File: src/rtl/wb_write_queue.sv
// wb_write_queue: circular writeback queue between execute and the register file.
// Requests carrying {dest, value} are queued and drained one per cycle whenever
// the register file allows it (drain_en). Writes to register 0 are accepted and
// dropped.
// Optional feature: define WBQ_FORWARD_EN to compile in the lookup path that
// lets decode see the youngest pending value for a register. Without it the
// lookup outputs are tied to zero.
module wb_write_queue #(
  parameter int DEPTH  = 4,
  parameter int DATA_W = 32,
  parameter int ADDR_W = 5
) (
  input  logic                     clk,
  input  logic                     rst,
  input  logic                     in_valid,
  output logic                     in_ready,
  input  logic [ADDR_W-1:0]        in_dest,
  input  logic [DATA_W-1:0]        in_val,
  input  logic                     drain_en,
  output logic                     rf_we,
  output logic [ADDR_W-1:0]        rf_dest,
  output logic [DATA_W-1:0]        rf_val,
  input  logic [ADDR_W-1:0]        lookup_addr,
  output logic                     lookup_hit,
  output logic [DATA_W-1:0]        lookup_val,
  output logic [$clog2(DEPTH):0]   count
);

  localparam int PTR_W = $clog2(DEPTH);
  localparam int CNT_W = PTR_W + 1;

  logic [ADDR_W-1:0] dest_mem [DEPTH];
  logic [DATA_W-1:0] val_mem  [DEPTH];
  logic [PTR_W-1:0]  head;
  logic [PTR_W-1:0]  tail;
  logic              push;
  logic              pop;

  // Ready depends only on registered occupancy, so a pop in the same cycle
  // never opens a slot for a push into a full queue.
  assign in_ready = (count < CNT_W'(DEPTH));

  // A handshake on register 0 completes but stores nothing.
  assign push = in_valid && in_ready && (in_dest != '0);

  assign rf_we = (count != '0) && drain_en;
  assign pop   = rf_we;

  // The head slot is only exposed while it holds a live entry.
  assign rf_dest = (count != '0) ? dest_mem[head] : '0;
  assign rf_val  = (count != '0) ? val_mem[head]  : '0;

  // Pointer and occupancy bookkeeping; pointers wrap naturally at DEPTH.
  // NOTE: sequential state uses non-blocking assignments so every register
  // samples the pre-edge values, regardless of statement order.
  always_ff @(posedge clk or posedge rst) begin
    if (rst) begin
      head  <= '0;
      tail  <= '0;
      count <= '0;
    end else begin
      if (push) tail <= tail + PTR_W'(1);
      if (pop)  head <= head + PTR_W'(1);
      if (push && !pop)      count <= count + CNT_W'(1);
      else if (pop && !push) count <= count - CNT_W'(1);
    end
  end

  // Entry storage written at the tail on every push.
  // NOTE: the storage array has no reset; occupancy gates every read, so stale
  // contents are never visible and the array stays plain RAM.
  always_ff @(posedge clk) begin
    if (push) begin
      dest_mem[tail] <= in_dest;
      val_mem[tail]  <= in_val;
    end
  end

`ifdef WBQ_FORWARD_EN
  // Scan occupied entries oldest to youngest so the youngest match wins; the
  // head entry is included even while it is being popped this cycle.
  // NOTE: outputs get defaults before the loop so no path can infer a latch.
  always_comb begin
    lookup_hit = 1'b0;
    lookup_val = '0;
    for (int i = 0; i < DEPTH; i++) begin
      if ((CNT_W'(i) < count) && (lookup_addr != '0) &&
          (dest_mem[head + PTR_W'(i)] == lookup_addr)) begin
        lookup_hit = 1'b1;
        lookup_val = val_mem[head + PTR_W'(i)];
      end
    end
  end
`else
  logic unused_lookup_addr;

  // Forwarding compiled out: lookup outputs are constant and the probe
  // address is deliberately left unconnected.
  assign lookup_hit         = 1'b0;
  assign lookup_val         = '0;
  assign unused_lookup_addr = ^lookup_addr;
`endif

endmodule

File: config.mk
export PLATFORM = sky130hd
export DESIGN_NAME = wb_write_queue
export DESIGN_NICKNAME = d
export VERILOG_FILES = /design/src/rtl/wb_write_queue.sv
export SDC_FILE = /design/constraint.sdc
export NUM_CORES = 1
export LEC_CHECK = 0
export ABC_AREA = 1
export CORE_ASPECT_RATIO = 1.4
export CORE_MARGIN = 10
export CORE_UTILIZATION = 34
export CTS_CLUSTER_DIAMETER = 80
export DETAILED_ROUTE_END_ITERATION = 6
export PLACE_DENSITY = 0.65
export SLEW_MARGIN = 20
export SYNTH_ARGS = -nofsm -noshare
export SYNTH_HDL_FRONTEND = slang
export SYNTH_SLANG_ARGS = --single-unit
File: constraint.sdc
create_clock -name clk -period 3.2 [get_ports clk]
set_input_delay 0.48 -clock clk [delete_from_list [all_inputs] [get_ports clk]]
set_output_delay 0.48 -clock clk [all_outputs]
set_load 0.1 [all_outputs]
==> metrics, run 1 <==
sequential cell area between 4000 and 5000 um2; TritonCTS clock tree yes; sequence of cells on the critical path inv_2 -> buf_12 -> nand3_1 -> a21oi_2 -> buf_12; library cells used by synthesis 19; HPWL Detailed 9900 um; async set-reset flop share out of synthesis 0.0452; Rel. slew slack 0.595; postcts setup bufs 0; Layout Utilization 0.452; antenna viol nets, final 0; grt total ovfl 0; routed wire length 15,600 um; CTS root buf clkbuf_16; CORE AREA 20,400 um2; Worst setup SP type register; Die Y 190 um; crit path max fanout 24; clk slew on worst S/H paths 0.07 ns; Tmin final 2.69 ns; antenna violations before repair 0; Setup violations, final 0; Max Buffers Root-to-Sink 2; wire per inst 15.0 um; vias in the first global route 4,696; initial core utilization 0.343; Clock Latency Late Sink 0.41 ns; Initial DRC Count 196; Pins Over Slew Limit 0; XOR/XNOR share of the synthesized area 0.00250; largest family of logic cells by synthesized area simple AND/OR/NAND/NOR gates; gpl congestion 0.701; status completed; worst hold path type in2async; multiplexer share of the synthesized area 0; Multi-input gate area about 1700 um2; Num CTS Buffers 17; synthesized flop and latch total 155; Place WS 0.450 ns; cell mode on critical path buf_12; Post-synth EDFFs 148; Critical Path End Type primary output; Crit path largest cell delay ~0.60 ns; period utilisation layout 0.840; Antenna diodes 0; Mean Syn Cell Area about 10 um2; clock sinks 155; Rows 62; Synth warnings 0; unrepaired setup endpoints after global routing false; Worst EP arrival 2.21 ns; WS Path Type reg2out; nets 823; port buffer count 82; via count approximately 4,500; Final Hold Viols 0; Clock Skew 0.00868 ns; CTS H-tree lvls 4; share of cells above drive strength 1 0.176; # DRC 0; CTS Hold Bufs 0; Least-Margin Pin Slew ~0.6 ns; post-synthesis compound-gate area fraction 0.0272; global-route wire length before repair 24,800 um; die area 26,800 um2; final worst slack 0.512 ns; Die Span X roughly 140 um; WP data required 2.72 ns; Synth Area in Simple Gates 0.150; setup TNS 0 ns; Synth Flop Type edfxtp_1; synthesized instance count 681; Max Cap Viol 0; router iterations before antenna repair 4; vias per inst 4.34; slowest CP cell dfrtp_2; Syn Std Cell Area 7000 um2; top-level port count 121; fillers approximately 1,900; Seq/Total Area, Yosys 0.660; Synth Area in Adders 0.0118; area grow syn2layout 31.8%; Post-CTS Resized 0; largest net degree at the start of global routing 48; highest clock rate 372 MHz; Total Routing Usage GR 0.118
## cell usage after synthesis, types with 2 or more instances
cell type | instances | area [um2]
edfxtp_1 | 148 | 4440
buf_2 | 9 | 45.0
buf_1 | 3 | 11.3
inv_1 | 163 | 612
xnor2_1 | 2 | 17.5
nor2_1 | 8 | 30.0
buf_6 | 4 | 45.0
a21oi_1 | 37 | 185
nand2_1 | 166 | 623
clkbuf_1 | 5 | 18.8
buf_4 | 39 | 293
dfrtp_1 | 7 | 175
ha_1 | 5 | 62.6
inv_2 | 3 | 11.3
nand3_1 | 78 | 390
## critical path: cells and delay by family, from the launching register on
family | cells | cell delay (ns)
buf+inv | 3 | 0.80
flops | 1 | 0.60
compound gates | 1 | 0.25
simple gates | 1 | 0.12
## stage by stage
| stage | hold slack (ns) | instances | cell area [um2] |
|---|---|---|---|
| after floorplan | 0.283 | 713 | 7340 |
| after global placement | 0.516 | 1008 | 8660 |
| after detailed placement | 0.518 | 1008 | 8660 |
| after CTS | 0.310 | 1040 | 9220 |
| after global routing | 0.336 | 1040 | 9220 |
| final | 0.312 | 1040 | 9220 |
## routing by layer
layer	up-vias	part of all wire	GRT usage
li1	2252	-	-
met1	2136	0.40	0.128
met5	-	0	0
met4	0	0.014	0.0450
met2	115	0.52	0.209
met3	11	0.066	0.0367
## registers in the layout, summed over array words and instances, names as in the netlist
| signal | cells |
|---|---|
| tail | 2 |
| count | 3 |
| dest_mem | 20 |
| head | 2 |
| val_mem | 128 |
## kinds of logic (layout without fill, tap and decap cells)
kind of cell	count (synthesis)	after routing
DFF	155	155
and+or+nand+nor	253	253
adders and majority gates	6	6
xor gates and xnor gates	2	2
AOI/OAI and AO/OA	38	38
other	1	33
buffers and inverters	226	297
## worst paths after layout
kind,from,endpoint,slack [ns],cells after the start
worst max-delay path,head[1],rf_val[13],0.51,5
min in group clk,tail[1],tail[1],0.53,2
max in group asynchronous,rst,count[2],2.63,2
worst max register to register,count[2],val_mem[3][29],0.98,4
worst min-delay path,rst,count[2],0.31,2
worst min register to register,tail[1],tail[1],0.53,2
## cell usage in the layout, fill, tap and decap left out
master and n:
nand2_1 166, clkbuf_1 1, inv_6 4, clkdlybuf4s50_1 40, buf_12 43, dfrtp_4 1
nand4_1 1, inv_2 3, a21oi_2 27, nand3_1 78, inv_8 3, ha_1 5
o21ai_0 1, fa_1 1, dfrtp_2 2, clkinvlp_4 2, clkinv_2 1, inv_1 162
a21oi_4 10, buf_4 16, clkinv_8 1, clkinv_4 4, edfxtp_1 148, dfrtp_1 4
xnor2_1 2, nor2_4 4, conb_1 33, clkbuf_16 17, nor2_1 4
## layout make-up
cell class,instances,share of cell area
flip-flops and latches,155,0.501
inverters,166,0.0680
well taps,256,0.0347
repair buffers,99,0.150
multi-input cells,332,0.185
clock inverters,14,0.0144
clock buffers,18,0.0465
Power of run 1 is left out: the tool's default activity adds up to more than one toggle a clock period on the data nets, which glitch-free logic cannot reach.
==> inputs of run 2 (changes only) <==
--- a/config.mk
+++ b/config.mk
@@ -11,7 +11,7 @@
 export CORE_UTILIZATION = 34
 export CTS_CLUSTER_DIAMETER = 80
 export DETAILED_ROUTE_END_ITERATION = 6
-export PLACE_DENSITY = 0.65
+export PLACE_DENSITY = 0.67
 export SLEW_MARGIN = 20
 export SYNTH_ARGS = -nofsm -noshare
 export SYNTH_HDL_FRONTEND = slang
==> constraint.sdc (replaced) <==
create_clock -name clk -period 2.3 [get_ports clk]
set_input_delay 0.345 -clock clk [delete_from_list [all_inputs] [get_ports clk]]
set_output_delay 0.345 -clock clk [all_outputs]
set_load 0.1 [all_outputs]
==> metrics, run 2 (synthesis results as in run 1) <==
clk slew on worst S/H paths roughly 0.06 ns; # DRC 0; vias in the first global route about 4,700; initial core utilization 0.343; Top Layer Used met4; TritonCTS clock tree yes; Clock Latency Late Sink roughly 0.42 ns; Num CTS Buffers 17; top-level port count 121; antenna viol nets, final 0; Initial DRC Count around 210; HPWL Detailed 10,300 um; grt total ovfl 0; status completed; CTS root buf clkbuf_16; vias per inst 4.38; fillers 1,755; Max Cap Viol 0; Die Span X 141 um; Total Routing Usage GR 0.117; Pins Over Slew Limit 0; Clock Skew 0.00717 ns; Largest Register val_mem; unrepaired setup endpoints after global routing false; Setup violations, final 0; biggest registers after layout val_mem (128), dest_mem (20), count (3); CORE AREA between 20,000 and 25,000 um2; wire per inst 15.1 um; max reg flops 128; Rows 62; setup TNS 0 ns; reg2reg path depth 10; Worst EP arrival 1.85 ns; WS Path Type reg2out; die area ~27,000 um2; global-route wire length before repair 24,400 um; Least-Margin Pin Slew between 0.5 and 0.6 ns; Critical Path End Type primary output; WL met3 1180 um; CTS Hold Bufs 0; antenna violations before repair 1; period utilisation layout 0.956; met2 wire length between 8000 and 9000 um; worst hold path type in2async; commonest non-fill, non-tap cell in the layout nand2_1; Worst setup SP type register; area grow syn2layout 36.8%; most frequent cells in the layout 165 x nand2_1, 161 x inv_1, 148 x edfxtp_1; wl on met1 around 6000 um; port buffer count 82; hold_ws 0.164 ns; routed wire length 15,800 um; largest net degree at the start of global routing 62; Final Hold Viols 0; CTS H-tree lvls 4; highest clock rate 455 MHz; Antenna diodes 0; Max Buffers Root-to-Sink 2; Rel. slew slack 0.639; FF-to-FF setup slack 0.29 ns; crit path max fanout 30; Final Non-Filler Cells around 1,000; router iterations before antenna repair 4; via count approximately 4,600; Tmin final between 2 and 2.5 ns; Placed Cells incl. Taps 1,012; WP data required 1.96 ns; gpl congestion about 0.76; nets 828; share of cells above drive strength 1 0.184; Die Y 190 um; clock sinks 155
## run 2: layer usage
layer	track usage	vias up
li1	-	2264
met1	0.121	2169
met2	0.210	128
met3	0.0399	12
met4	0.0438	0
met5	0	-
## run 2: cell type report
type | count | area [um2] | area share
Sequential cell | 155 | 4630 | 0.483
Multi-Input combinational cell | 332 | 1920 | 0.200
Timing Repair Buffer | 104 | 1470 | 0.154
Inverter | 166 | 647 | 0.0675
Clock buffer | 17 | 425 | 0.0444
Tap cell | 256 | 320 | 0.0334
Clock inverter | 15 | 165 | 0.0172
## run 2: path summary, 6_finish.rpt
path / start / end
setup / recovery: head[0] / rf_val[0]
hold / removal: rst / count[2]
setup reg to reg: count[0] / count[2]
hold reg to reg: count[0] / count[0]
max in group asynchronous: rst / count[2]
min in group clk: count[0] / count[0]
## run 2: worst max-delay path, stage by stage (launching register included)
cell and delay (ns):
dfrtp_2 0.41, inv_2 0.28, clkbuf_16 0.30, nand2_1 0.07, nand3_1 0.12, a21oi_4 0.09, buf_12 0.17
## run 2: stage by stage
| step | cell area, um2 | setup WS (ns) | util |
|---|---|---|---|
| after floorplan | 7640 | -0.261 | - |
| after CTS | 9540 | 0.0179 | 0.468 |
| after global routing | 9580 | 0.00121 | 0.469 |
| after global placement | 8950 | 0.0460 | 0.439 |
| final | 9580 | 0.101 | 0.469 |
| after detailed placement | 8950 | 0.0200 | 0.439 |
## run 2: what timing repair did
item	4_1_cts	5_1_grt
setup buffers	0	0
gates resized for setup	0	3
endpoints found under the setup margin	0	33
Power of run 2 is left out for the same reason.
